### config.mk
export PLATFORM = sky130hd
export DESIGN_NAME = bp_fe_parcel_realigner
export DESIGN_NICKNAME = d
export VERILOG_FILES = /design/src/rtl/bp_fe_parcel_realigner.sv
export SDC_FILE = /design/constraint.sdc
export NUM_CORES = 1
export LEC_CHECK = 0
export ABC_AREA = 1
export BUFFER_PORTS_ARGS = -buffer_cell sky130_fd_sc_hd__clkbuf_2
export CAP_MARGIN = 15
export CELL_PAD_IN_SITES_DETAIL_PLACEMENT = 0
export CELL_PAD_IN_SITES_GLOBAL_PLACEMENT = 1
export CORE_MARGIN = 1
export CORE_UTILIZATION = 30
export DETAILED_ROUTE_END_ITERATION = 8
export PLACE_DENSITY = 0.6
export REMOVE_ABC_BUFFERS = 1
export SYNTH_ARGS = -nofsm -noshare
export SYNTH_HDL_FRONTEND = slang
export SYNTH_SLANG_ARGS = --single-unit
### constraint.sdc
create_clock -name clk_i -period 6.8 [get_ports clk_i]
set_clock_uncertainty 0.2 [all_clocks]
set_input_delay 0.68 -clock clk_i [delete_from_list [all_inputs] [get_ports clk_i]]
set_output_delay 0.68 -clock clk_i [all_outputs]
set_load 0.005 [all_outputs]
### src/rtl/bp_fe_parcel_realigner.sv
// bp_fe_parcel_realigner
//
// Fetch realigner between IF2 and the fetch queue. Whole I$ fetch blocks of
// fetch_parcels_p 16-bit parcels are pushed into a circular parcel queue.
// One RISC-V instruction (16- or 32-bit) is reassembled at the head each cycle
// and emitted with its PC. A redirect flushes the queue. It can optionally
// seed the queue with one pending low half, so that an instruction straddling
// the redirect point is rebuilt correctly.
//
// Ports
//   clk_i, reset_n_i        clock, asynchronous active-low reset
//   in_v_i / in_ready_o     fetch block handshake
//   in_pc_i                 PC of the first valid parcel in the block
//   in_data_i               block-aligned data, parcel k = bits [16k+:16]
//   redirect_v_i            flush and restart at redirect_pc_i
//   redirect_partial_v_i    restore redirect_instr_i as a pending low half
//   out_v_o / out_ready_i   instruction handshake
//   out_pc_o, out_instr_o   instruction PC and bits (compressed zero-extended)
//   out_compressed_o        head instruction is 16-bit
//   out_partial_o           32-bit instruction assembled across two blocks
//   err_discontig_o         sticky: a nonsequential block was received
module bp_fe_parcel_realigner #(
  parameter int vaddr_width_p    = 39,
  parameter int fetch_parcels_p  = 4,
  parameter int buffer_parcels_p = 8
) (
  input  logic                         clk_i,
  input  logic                         reset_n_i,
  input  logic                         in_v_i,
  input  logic [vaddr_width_p-1:0]     in_pc_i,
  input  logic [16*fetch_parcels_p-1:0] in_data_i,
  output logic                         in_ready_o,
  input  logic                         redirect_v_i,
  input  logic [vaddr_width_p-1:0]     redirect_pc_i,
  input  logic                         redirect_partial_v_i,
  input  logic [15:0]                  redirect_instr_i,
  output logic                         out_v_o,
  input  logic                         out_ready_i,
  output logic [vaddr_width_p-1:0]     out_pc_o,
  output logic [31:0]                  out_instr_o,
  output logic                         out_compressed_o,
  output logic                         out_partial_o,
  output logic                         err_discontig_o
);

  localparam int ptr_w_lp = $clog2(buffer_parcels_p);
  localparam int cnt_w_lp = $clog2(buffer_parcels_p + 1);
  localparam int off_w_lp = $clog2(fetch_parcels_p);
  localparam logic [cnt_w_lp-1:0] depth_lp = cnt_w_lp'(buffer_parcels_p);
  localparam logic [cnt_w_lp-1:0] fetch_lp = cnt_w_lp'(fetch_parcels_p);

  // Queue state
  logic [15:0]                 data_q [buffer_parcels_p];
  logic [15:0]                 data_d [buffer_parcels_p];
  logic [buffer_parcels_p-1:0] first_q, first_d;
  logic [ptr_w_lp-1:0]         head_q, head_d;
  logic [ptr_w_lp-1:0]         tail_q, tail_d;
  logic [cnt_w_lp-1:0]         count_q, count_d;
  logic [vaddr_width_p-1:0]    head_pc_q, head_pc_d;
  logic [vaddr_width_p-1:0]    tail_pc_q, tail_pc_d;
  logic                        err_q, err_d;

  // Unpack the incoming block into parcels
  logic [15:0] in_parcel [fetch_parcels_p];
  for (genvar gi = 0; gi < fetch_parcels_p; gi++) begin : g_unpack
    assign in_parcel[gi] = in_data_i[16*gi +: 16];
  end

  // Head decode
  logic [ptr_w_lp-1:0] head_p1;
  logic [15:0]         head_lo, head_hi;
  logic                compressed;
  logic [cnt_w_lp-1:0] need;

  assign head_p1    = head_q + ptr_w_lp'(1);
  assign head_lo    = data_q[head_q];
  assign head_hi    = data_q[head_p1];
  assign compressed = (head_lo[1:0] != 2'b11);
  assign need       = compressed ? cnt_w_lp'(1) : cnt_w_lp'(2);

  assign out_v_o          = ~redirect_v_i & (count_q >= need);
  assign out_pc_o         = head_pc_q;
  assign out_instr_o      = compressed ? {16'h0000, head_lo} : {head_hi, head_lo};
  assign out_compressed_o = compressed;
  // The high half starting a new block means the halves came from two blocks.
  // Gated by out_v_o so that a stale slot never shows up while empty.
  assign out_partial_o    = out_v_o & ~compressed & first_q[head_p1];
  assign err_discontig_o  = err_q;

  // Ready is sized for a worst-case full block, from registered count only,
  // so there is no path from in_v_i or the output handshake into in_ready_o.
  assign in_ready_o = ~redirect_v_i & ((depth_lp - count_q) >= fetch_lp);

  // Enqueue decode
  logic [off_w_lp-1:0] in_off;
  logic [cnt_w_lp-1:0] in_n;
  logic                accept, discontig, enq, deq;

  assign in_off    = in_pc_i[off_w_lp:1];
  assign in_n      = fetch_lp - cnt_w_lp'(in_off);
  assign accept    = in_v_i & in_ready_o;
  // An empty queue has no expected PC, so any block restarts the stream.
  assign discontig = accept & (count_q != '0) & (in_pc_i != tail_pc_q);
  assign enq       = accept & ~discontig;
  assign deq       = out_v_o & out_ready_i;

  always_comb begin
    logic [ptr_w_lp-1:0] wr_idx;
    wr_idx    = '0;
    data_d    = data_q;
    first_d   = first_q;
    head_d    = head_q;
    tail_d    = tail_q;
    count_d   = count_q;
    head_pc_d = head_pc_q;
    tail_pc_d = tail_pc_q;
    err_d     = err_q;

    if (redirect_v_i) begin
      head_d    = '0;
      head_pc_d = redirect_pc_i;
      if (redirect_partial_v_i) begin
        data_d[0]  = redirect_instr_i;
        first_d[0] = 1'b1;
        tail_d     = ptr_w_lp'(1);
        count_d    = cnt_w_lp'(1);
        tail_pc_d  = redirect_pc_i + vaddr_width_p'(2);
      end else begin
        tail_d    = '0;
        count_d   = '0;
        tail_pc_d = redirect_pc_i;
      end
    end else begin
      if (enq) begin
        // Parcels below the entry offset precede the PC and are skipped.
        for (int k = 0; k < fetch_parcels_p; k++) begin
          if (k >= int'(in_off)) begin
            wr_idx          = tail_q + ptr_w_lp'(k - int'(in_off));
            data_d[wr_idx]  = in_parcel[k];
            first_d[wr_idx] = (k == int'(in_off));
          end
        end
        tail_d    = tail_q + ptr_w_lp'(in_n);
        tail_pc_d = in_pc_i + vaddr_width_p'({in_n, 1'b0});
        if (count_q == '0) begin
          head_pc_d = in_pc_i;
        end
      end
      // A dequeue needs count_q != 0, so it never collides with the
      // head_pc load above.
      if (deq) begin
        head_d    = head_q + ptr_w_lp'(need);
        head_pc_d = head_pc_q + vaddr_width_p'({need, 1'b0});
      end
      count_d = count_q + (enq ? in_n : '0) - (deq ? need : '0);
      if (discontig) begin
        err_d = 1'b1;
      end
    end
  end

  always_ff @(posedge clk_i or negedge reset_n_i) begin
    if (!reset_n_i) begin
      for (int i = 0; i < buffer_parcels_p; i++) begin
        data_q[i] <= '0;
      end
      first_q   <= '0;
      head_q    <= '0;
      tail_q    <= '0;
      count_q   <= '0;
      head_pc_q <= '0;
      tail_pc_q <= '0;
      err_q     <= 1'b0;
    end else begin
      data_q    <= data_d;
      first_q   <= first_d;
      head_q    <= head_d;
      tail_q    <= tail_d;
      count_q   <= count_d;
      head_pc_q <= head_pc_d;
      tail_pc_q <= tail_pc_d;
      err_q     <= err_d;
    end
  end

endmodule

==> results.sh, run 1 <==
export IMPL_finalCritPeriodShare_pct=73.6
export IMPL_setup_tns_final_ns=0
export IMPL_post_cts_buffers=0
export IMPL_core_area_um2=73600
export IMPL_drive_above_1_share_pct=10.8
export IMPL_cts_sinks=225
export IMPL_antenna_left=0
export IMPL_route_vias_total=26969
export IMPL_cts_buffers_inserted=36
export IMPL_drt_iter0_drc=2759
export IMPL_grt_pass1_wl_um=175000
export IMPL_fp_dieH_um=276
export IMPL_syn_inst=3883
export IMPL_powerDensity_nw_per_um2=409
export IMPL_h_tree_depth=2
export IMPL_slew_limit_headroom_pct=22.5
export IMPL_dr_pass1_iters=6
export IMPL_yosys_register_bits=225
export IMPL_crit_top_cell="nor2_1"
export IMPL_ios=240
export IMPL_leakagePower_uw=0.0127
export IMPL_drc=0
export IMPL_final_nets=4181
export IMPL_cp_arrival_ns=5.23
export IMPL_hold_viol=0
export IMPL_numPortBuffers=239
export IMPL_syn_to_final_growth_pct=13.2
export IMPL_seq_area_frac_synth_pct=25.1
export IMPL_status="finished, final reports clean"
export IMPL_synth_distinct_cells=50
export IMPL_hpwl_um=79800
export IMPL_cp_required_ns=7.02
export IMPL_clockBufferDepth=3
export IMPL_design_area_um2=25400
export IMPL_gr_usage_all_layers_pct=31.5
export IMPL_std_cell_rows=99
export IMPL_path_class="register to register"
export IMPL_cts_root_buf="clkbuf_16"
export IMPL_via_per_inst=5.42
export IMPL_crit_path_end_kind="register"
export IMPL_insertion_delay_ns=0.58
export IMPL_grt_pass1_vias=25026
export IMPL_place_inst=4905
export IMPL_synthFlopType="dfrtp_1"
export IMPL_slew_viol_final=0
export IMPL_ir_drop_mv=0.287
export IMPL_crit_fanout=58
export IMPL_crit_chain="clkinv_2 > buf_4 > nor2_1 > o21ai_0 > a21oi_1 > a31oi_1 > nand2_2 > ha_1 > o21ai_0 > nand2_1 > nand2_1 > nor2_2 > inv_1 > nor2_1 > fa_1 > inv_1 > ha_1 > a21o_1 > a21oi_1 > xor2_1 > nor2_1"
export IMPL_slowest_stage="dfrtp_4"
export IMPL_clkTransAtPathRegs_ns=0.06
export IMPL_cts_tree="done"
export IMPL_grt_max_degree=160
export IMPL_start_kind="register"
export IMPL_gp_congestion=0.951
export IMPL_fmax_mhz=200
export IMPL_yosys_warnings=0
export IMPL_placed_area_um2=24200
export IMPL_dieArea_um2=76000
export IMPL_final_cells=4974
export IMPL_setup_viol=0
export IMPL_initial_core_util_pct=30.5
export IMPL_netlist_area_um2=22500
export IMPL_totalWireLength_um=122000
export IMPL_cpPeakStageDelay_ns=0.69
export IMPL_drv_cap=0
export IMPL_antenna_found_initial=10
export IMPL_overflow=0
export IMPL_avgSynthCellArea_um2=5.79
export IMPL_min_period_ns=5.01
export IMPL_worst_pin_slew_ns=1.16
export IMPL_rsz0062_at_grt="false"
export IMPL_die_w_um=276
export IMPL_synthArstFlopShare_pct=100
export IMPL_routedWlPerCell_um=24.5
export IMPL_synth_edf_count=0
export IMPL_hold_class="input pin to register"
## worst max-delay path, delay by kind of cell, from the launching register on
family | cells | cell delay (ns)
AO/OA/AOI/OAI | 6 | 0.95
AND/OR/NAND/NOR | 7 | 0.66
XOR/XNOR | 1 | 0.15
flip-flops | 1 | 0.69
buffers and inverters | 4 | 1.06
adder cells (fa/ha/maj) | 3 | 1.12
## area by class of cell
class | instances | area (um^2)
Antenna cell | 2 | 5.00
Clock buffer | 52 | 1070
Clock inverter | 13 | 150
Fill cell | 8422 | 48100
Inverter | 320 | 1200
Multi-Input combinational cell | 3118 | 14600
Sequential cell | 225 | 5640
Tap cell | 959 | 1200
Timing Repair Buffer | 285 | 1590
## cells in the final DEF, fill, tap and decap left out, drive strengths merged, types with 16 or more instances in the layout
cell type	Yosys	routed
a22oi	27	27
clkinv	8	16
xnor2	44	44
a21oi	143	143
clkbuf	95	289
nor2	268	268
buf	125	47
xor2	37	37
nand4	55	55
dfrtp	225	225
ha	25	25
inv	312	313
o21ai	302	302
a31oi	49	49
nor3	46	46
o22ai	19	19
o211ai	81	81
nand2	1646	1646
nand3	330	330
## synthesized netlist by cell type, types with 2 or more instances
| cell type | n | share of area, % |
|---|---|---|
| inv_1 | 287 | 4.8 |
| or2_2 | 6 | 0.17 |
| buf_6 | 10 | 0.50 |
| buf_2 | 63 | 1.4 |
| nand3b_1 | 4 | 0.13 |
| nand3_1 | 321 | 7.1 |
| nand2_2 | 16 | 0.45 |
| xnor2_1 | 44 | 1.7 |
| o22ai_1 | 19 | 0.53 |
| inv_2 | 25 | 0.42 |
| nand3_2 | 7 | 0.31 |
| nand4_1 | 55 | 1.5 |
| o21ai_0 | 265 | 5.9 |
| xor2_1 | 37 | 1.4 |
| a21oi_1 | 142 | 3.2 |
| nand2_1 | 1626 | 27 |
| o21ai_1 | 36 | 0.80 |
| a22oi_1 | 27 | 0.90 |
| a221oi_1 | 13 | 0.51 |
| clkinv_1 | 8 | 0.13 |
| a41oi_1 | 2 | 0.078 |
| clkbuf_1 | 95 | 1.6 |
| o211ai_1 | 81 | 2.7 |
| nand2_4 | 4 | 0.20 |
| nor3_1 | 41 | 0.91 |
| ha_1 | 25 | 1.4 |
| nor2_1 | 256 | 4.3 |
| fa_1 | 6 | 0.53 |
| a31oi_1 | 49 | 1.4 |
| nor4_1 | 4 | 0.11 |
| and2_1 | 2 | 0.056 |
| nand3_4 | 2 | 0.16 |
| nor2_4 | 5 | 0.25 |
| buf_4 | 23 | 0.77 |
| nor3_4 | 3 | 0.22 |
| dfrtp_1 | 225 | 25 |
| nor3_2 | 2 | 0.089 |
| nor2_2 | 7 | 0.19 |
| buf_1 | 29 | 0.48 |
## per-stage QoR
step / total power (uW) / setup WS (ns) / utilization [%] / hold WS, ns
2_1_floorplan: 5940 / -2.72 / - / 0.184
3_3_place_gp: 8310 / 1.87 / 32.9 / 0.256
3_5_place_dp: 8290 / 1.84 / 32.9 / 0.262
4_1_cts: 10300 / 1.67 / 34.5 / 0.179
5_1_grt: 11200 / 1.34 / 34.6 / 0.233
6_report: 10400 / 1.79 / 34.6 / 0.197
## kinds of logic after synthesis
logic type	count (synthesis)	synth area share (%)
AO/OA/AOI/OAI	643	16.3
XOR/XNOR	81	3.16
adder cells (fa/ha/maj)	31	1.93
buffers and inverters	540	10.1
flip-flops	225	25.1
AND/OR/NAND/NOR	2363	43.4
## state kept, by name (all words and copies together) (netlist names)
register         flops
count_q              4
data_q             128
err_discontig_o      1
first_q              8
head_q               3
out_pc_o            39
tail_pc_q           39
tail_q               3
## routing by layer
layer	GRT usage, %	vias up	wire [um]
met2	50.4	1266	54200
met3	4.81	317	9200
met4	15.6	18	6780
met5	0	-	121
li1	-	12838	-
met1	41.2	12530	51300
## power by group
group / total, uW / switching (uW) / internal (uW)
Combinational: 6020 / 4120 / 1900
Sequential: 2380 / 561 / 1820
Clock: 2010 / 799 / 1210
## final timing paths
check / startpoint / to / slack [ns] / cells after the start
worst max-delay path: head_q[0]$_DFFE_PN0P_ / count_q[3]$_DFF_PN0_ / 1.79 / 21
worst min-delay path: redirect_instr_i[13] / data_q[125]$_DFFE_PN0P_ / 0.20 / 5
worst max register to register: head_q[0]$_DFFE_PN0P_ / count_q[3]$_DFF_PN0_ / 1.79 / 21
worst min register to register: err_discontig_o$_DFFE_PN0P_ / err_discontig_o$_DFFE_PN0P_ / 0.27 / 2
max in group asynchronous: reset_n_i / data_q[69]$_DFFE_PN0P_ / 4.47 / 3
min in group asynchronous: reset_n_i / data_q[66]$_DFFE_PN0P_ / 0.47 / 2
## repair_timing
action / in CTS / in global routing
endpoints found under the hold margin: 26 / 0
gates resized for setup: 0 / 0
hold buffers: 1 / 0
No activity file was read; power rests on OpenSTA's default activity.
==> inputs of run 2 (changes only) <==
==> constraint.sdc (replaced) <==
create_clock -name clk_i -period 4.7 [get_ports clk_i]
set_clock_uncertainty 0.2 [all_clocks]
set_input_delay 0.47 -clock clk_i [delete_from_list [all_inputs] [get_ports clk_i]]
set_output_delay 0.47 -clock clk_i [all_outputs]
set_load 0.005 [all_outputs]
==> results.sh, run 2 (synthesis gave the netlist of run 1 again) <==
export IMPL_status="finished, final reports clean"
export IMPL_hold_end="data_q[123]$_DFFE_PN0P_"
export IMPL_fmax_mhz=224
export IMPL_regArea_um2=5640
export IMPL_grt_max_degree=132
export IMPL_seq_power_share_pct=22.9
export IMPL_final_nets=4231
export IMPL_pre_cts_ws_ns=0.399
export IMPL_gp_congestion=0.971
export IMPL_cts_root_buf="clkbuf_16"
export IMPL_maxUsedRoutingLayer="met5"
export IMPL_cp_startpoint="head_q[0]$_DFFE_PN0P_"
export IMPL_gr_usage_all_layers_pct=31.4
export IMPL_hold_class="input pin to register"
export IMPL_grt_pass1_vias=25346
export IMPL_ir_drop_mv=0.432
export IMPL_setup_viol=0
export IMPL_dieArea_um2=76000
export IMPL_cp_arrival_ns=3.79
export IMPL_leakagePower_uw=0.0129
export IMPL_initial_core_util_pct=30.5
export IMPL_wl_met1_um=50200
export IMPL_clockBufferDepth=3
export IMPL_slew_viol_final=0
export IMPL_rr_worst_depth=19
export IMPL_drv_cap=0
export IMPL_dr_pass1_iters=5
export IMPL_cts_buffers_inserted=34
export IMPL_rr_startpoint="head_q[0]$_DFFE_PN0P_"
export IMPL_intPower_uw=7070
export IMPL_drc=0
export IMPL_regMostFlops="data_q"
export IMPL_final_cells=5019
export IMPL_hpwl_um=83100
export IMPL_route_vias_total=26988
export IMPL_crit_path_end_kind="output port"
export IMPL_routedWlPerCell_um=24.2
export IMPL_ios=240
export IMPL_final_common_cell="nand2_1"
export IMPL_worst_pin_slew_ns=1.11
export IMPL_path_class="register to output port"
export IMPL_syn_to_final_growth_pct=14.6
export IMPL_hold_start="redirect_instr_i[11]"
export IMPL_min_period_ns=4.46
export IMPL_largest_register_ffs=128
export IMPL_rsz0062_at_grt="false"
export IMPL_drt_iter0_drc=2617
export IMPL_place_inst=4953
export IMPL_final_cell_mix="nand2_1, nand3_1, inv_1, o21ai_0, nor2_1"
export IMPL_finalCritPeriodShare_pct=94.9
export IMPL_setup_tns_final_ns=0
export IMPL_overflow=0
export IMPL_via_per_inst=5.38
export IMPL_fp_dieH_um=276
export IMPL_core_area_um2=73600
export IMPL_die_w_um=276
export IMPL_crit_fanout=88
export IMPL_post_cts_buffers=0
export IMPL_r2r_slack_ns=0.47
export IMPL_p_sw_uw=7890
export IMPL_r2r_end="out_pc_o[25]$_DFFE_PN0P_"
export IMPL_finalWorstSetupSlack_ns=0.241
export IMPL_whs_path_depth=5
export IMPL_clkTransAtPathRegs_ns=0.06
export IMPL_hold_viol=0
export IMPL_wl_met2_um=55800
export IMPL_numPortBuffers=239
export IMPL_pwr_share_comb_pct=59.6
export IMPL_swShare_pct=52.8
export IMPL_cts_sinks=225
export IMPL_antenna_left=0
export IMPL_cp_required_ns=4.03
export IMPL_start_kind="register"
export IMPL_antenna_found_initial=9
export IMPL_powerDensity_nw_per_um2=581
export IMPL_fillerInstances=8441
export IMPL_std_cell_rows=99
export IMPL_met3WireLength_um=9080
export IMPL_drive_above_1_share_pct=11.5
export IMPL_clockPowerShare_pct=17.5
export IMPL_insertion_delay_ns=0.55
export IMPL_multi_input_area_um2=14600
export IMPL_totalWireLength_um=121000
export IMPL_h_tree_depth=2
export IMPL_slew_limit_headroom_pct=26.2
export IMPL_cts_tree="done"
export IMPL_grt_pass1_wl_um=176000
[run 2: changes by cell type in the layout (fill, tap and decap cells not counted), moves of 2 or more]
cell | before | now
dlygate4sd3_1 | 1 | 6
buf_4 | 44 | 86
buf_12 | 1 | 6
inv_6 | 2 | 0
clkbuf_1 | 6 | 11
clkinv_2 | 8 | 6
nand2_2 | 21 | 18
clkbuf_8 | 9 | 4
bufinv_16 | 3 | 1
nand2_1 | 1621 | 1624
[run 2: final cells by class]
class	count	area share, %
flip-flops and latches	225	21.9
clock buffers	52	3.97
repair buffers	337	7.92
diodes	2	0.0194
multi-input cells	3118	56.7
inverters	320	4.67
well taps	959	4.66
clock inverters	6	0.214
[run 2: layer usage]
metal | up-vias | track usage [%]
met5 | - | 0
met4 | 10 | 14.8
met3 | 290 | 5.35
met2 | 1228 | 51.6
met1 | 12520 | 40.0
li1 | 12940 | -
[run 2: critical path, cell delays in order, from the launching register on]
cell and delay [ns]:
dfrtp_4 0.54, buf_6 0.51, ha_1 0.26, buf_4 0.53, o21ai_0 0.20, a21oi_1 0.24, nor3_1 0.12, nor4_2 0.46
buf_4 0.22, clkbuf_2 0.11
[run 2: how the worst max path moves through the flow]
stage	endpoint	cells past startpoint	slack [ns]
3_5_place_dp	out_partial_o	10	0.40
5_1_grt	out_pc_o[25]$_DFFE_PN0P_	19	0.19
3_3_place_gp	out_partial_o	10	0.37
6_report	out_partial_o	9	0.24
2_1_floorplan	out_pc_o[0]$_DFFE_PN0P_	15	-4.82
4_1_cts	out_partial_o	9	0.03
[run 2: stage by stage]
| stage | utilization, % | hold WS [ns] | area, um^2 | power [uW] |
|---|---|---|---|---|
| floorplan | - | -0.0256 | 21400 | 8590 |
| global placement | 33.4 | 0.264 | 24600 | 12200 |
| detailed placement | 33.4 | 0.261 | 24600 | 12200 |
| CTS | 35.0 | 0.00135 | 25700 | 14900 |
| global route | 35.0 | 0.0517 | 25700 | 16100 |
| finish | 35.0 | 0.0183 | 25800 | 15000 |
[run 2: power groups by stage]
| stage | Combinational (uW) | Sequential (uW) | Clock [uW] |
|---|---|---|---|
| global placement | 8790 | 3450 | 0 |
| detailed placement | 8760 | 3430 | 0 |
| finish | 8920 | 3430 | 2610 |
| global route | 9850 | 3530 | 2720 |
| CTS | 8790 | 3420 | 2670 |
| floorplan | 5330 | 3260 | 0 |
[run 2: repair_timing]
item | 4_1_cts | 5_1_grt
hold endpoints to repair | 92 | 0
gates resized for setup | 1 | 1
hold buffers | 6 | 0
endpoints found under the setup margin | 1 | 1
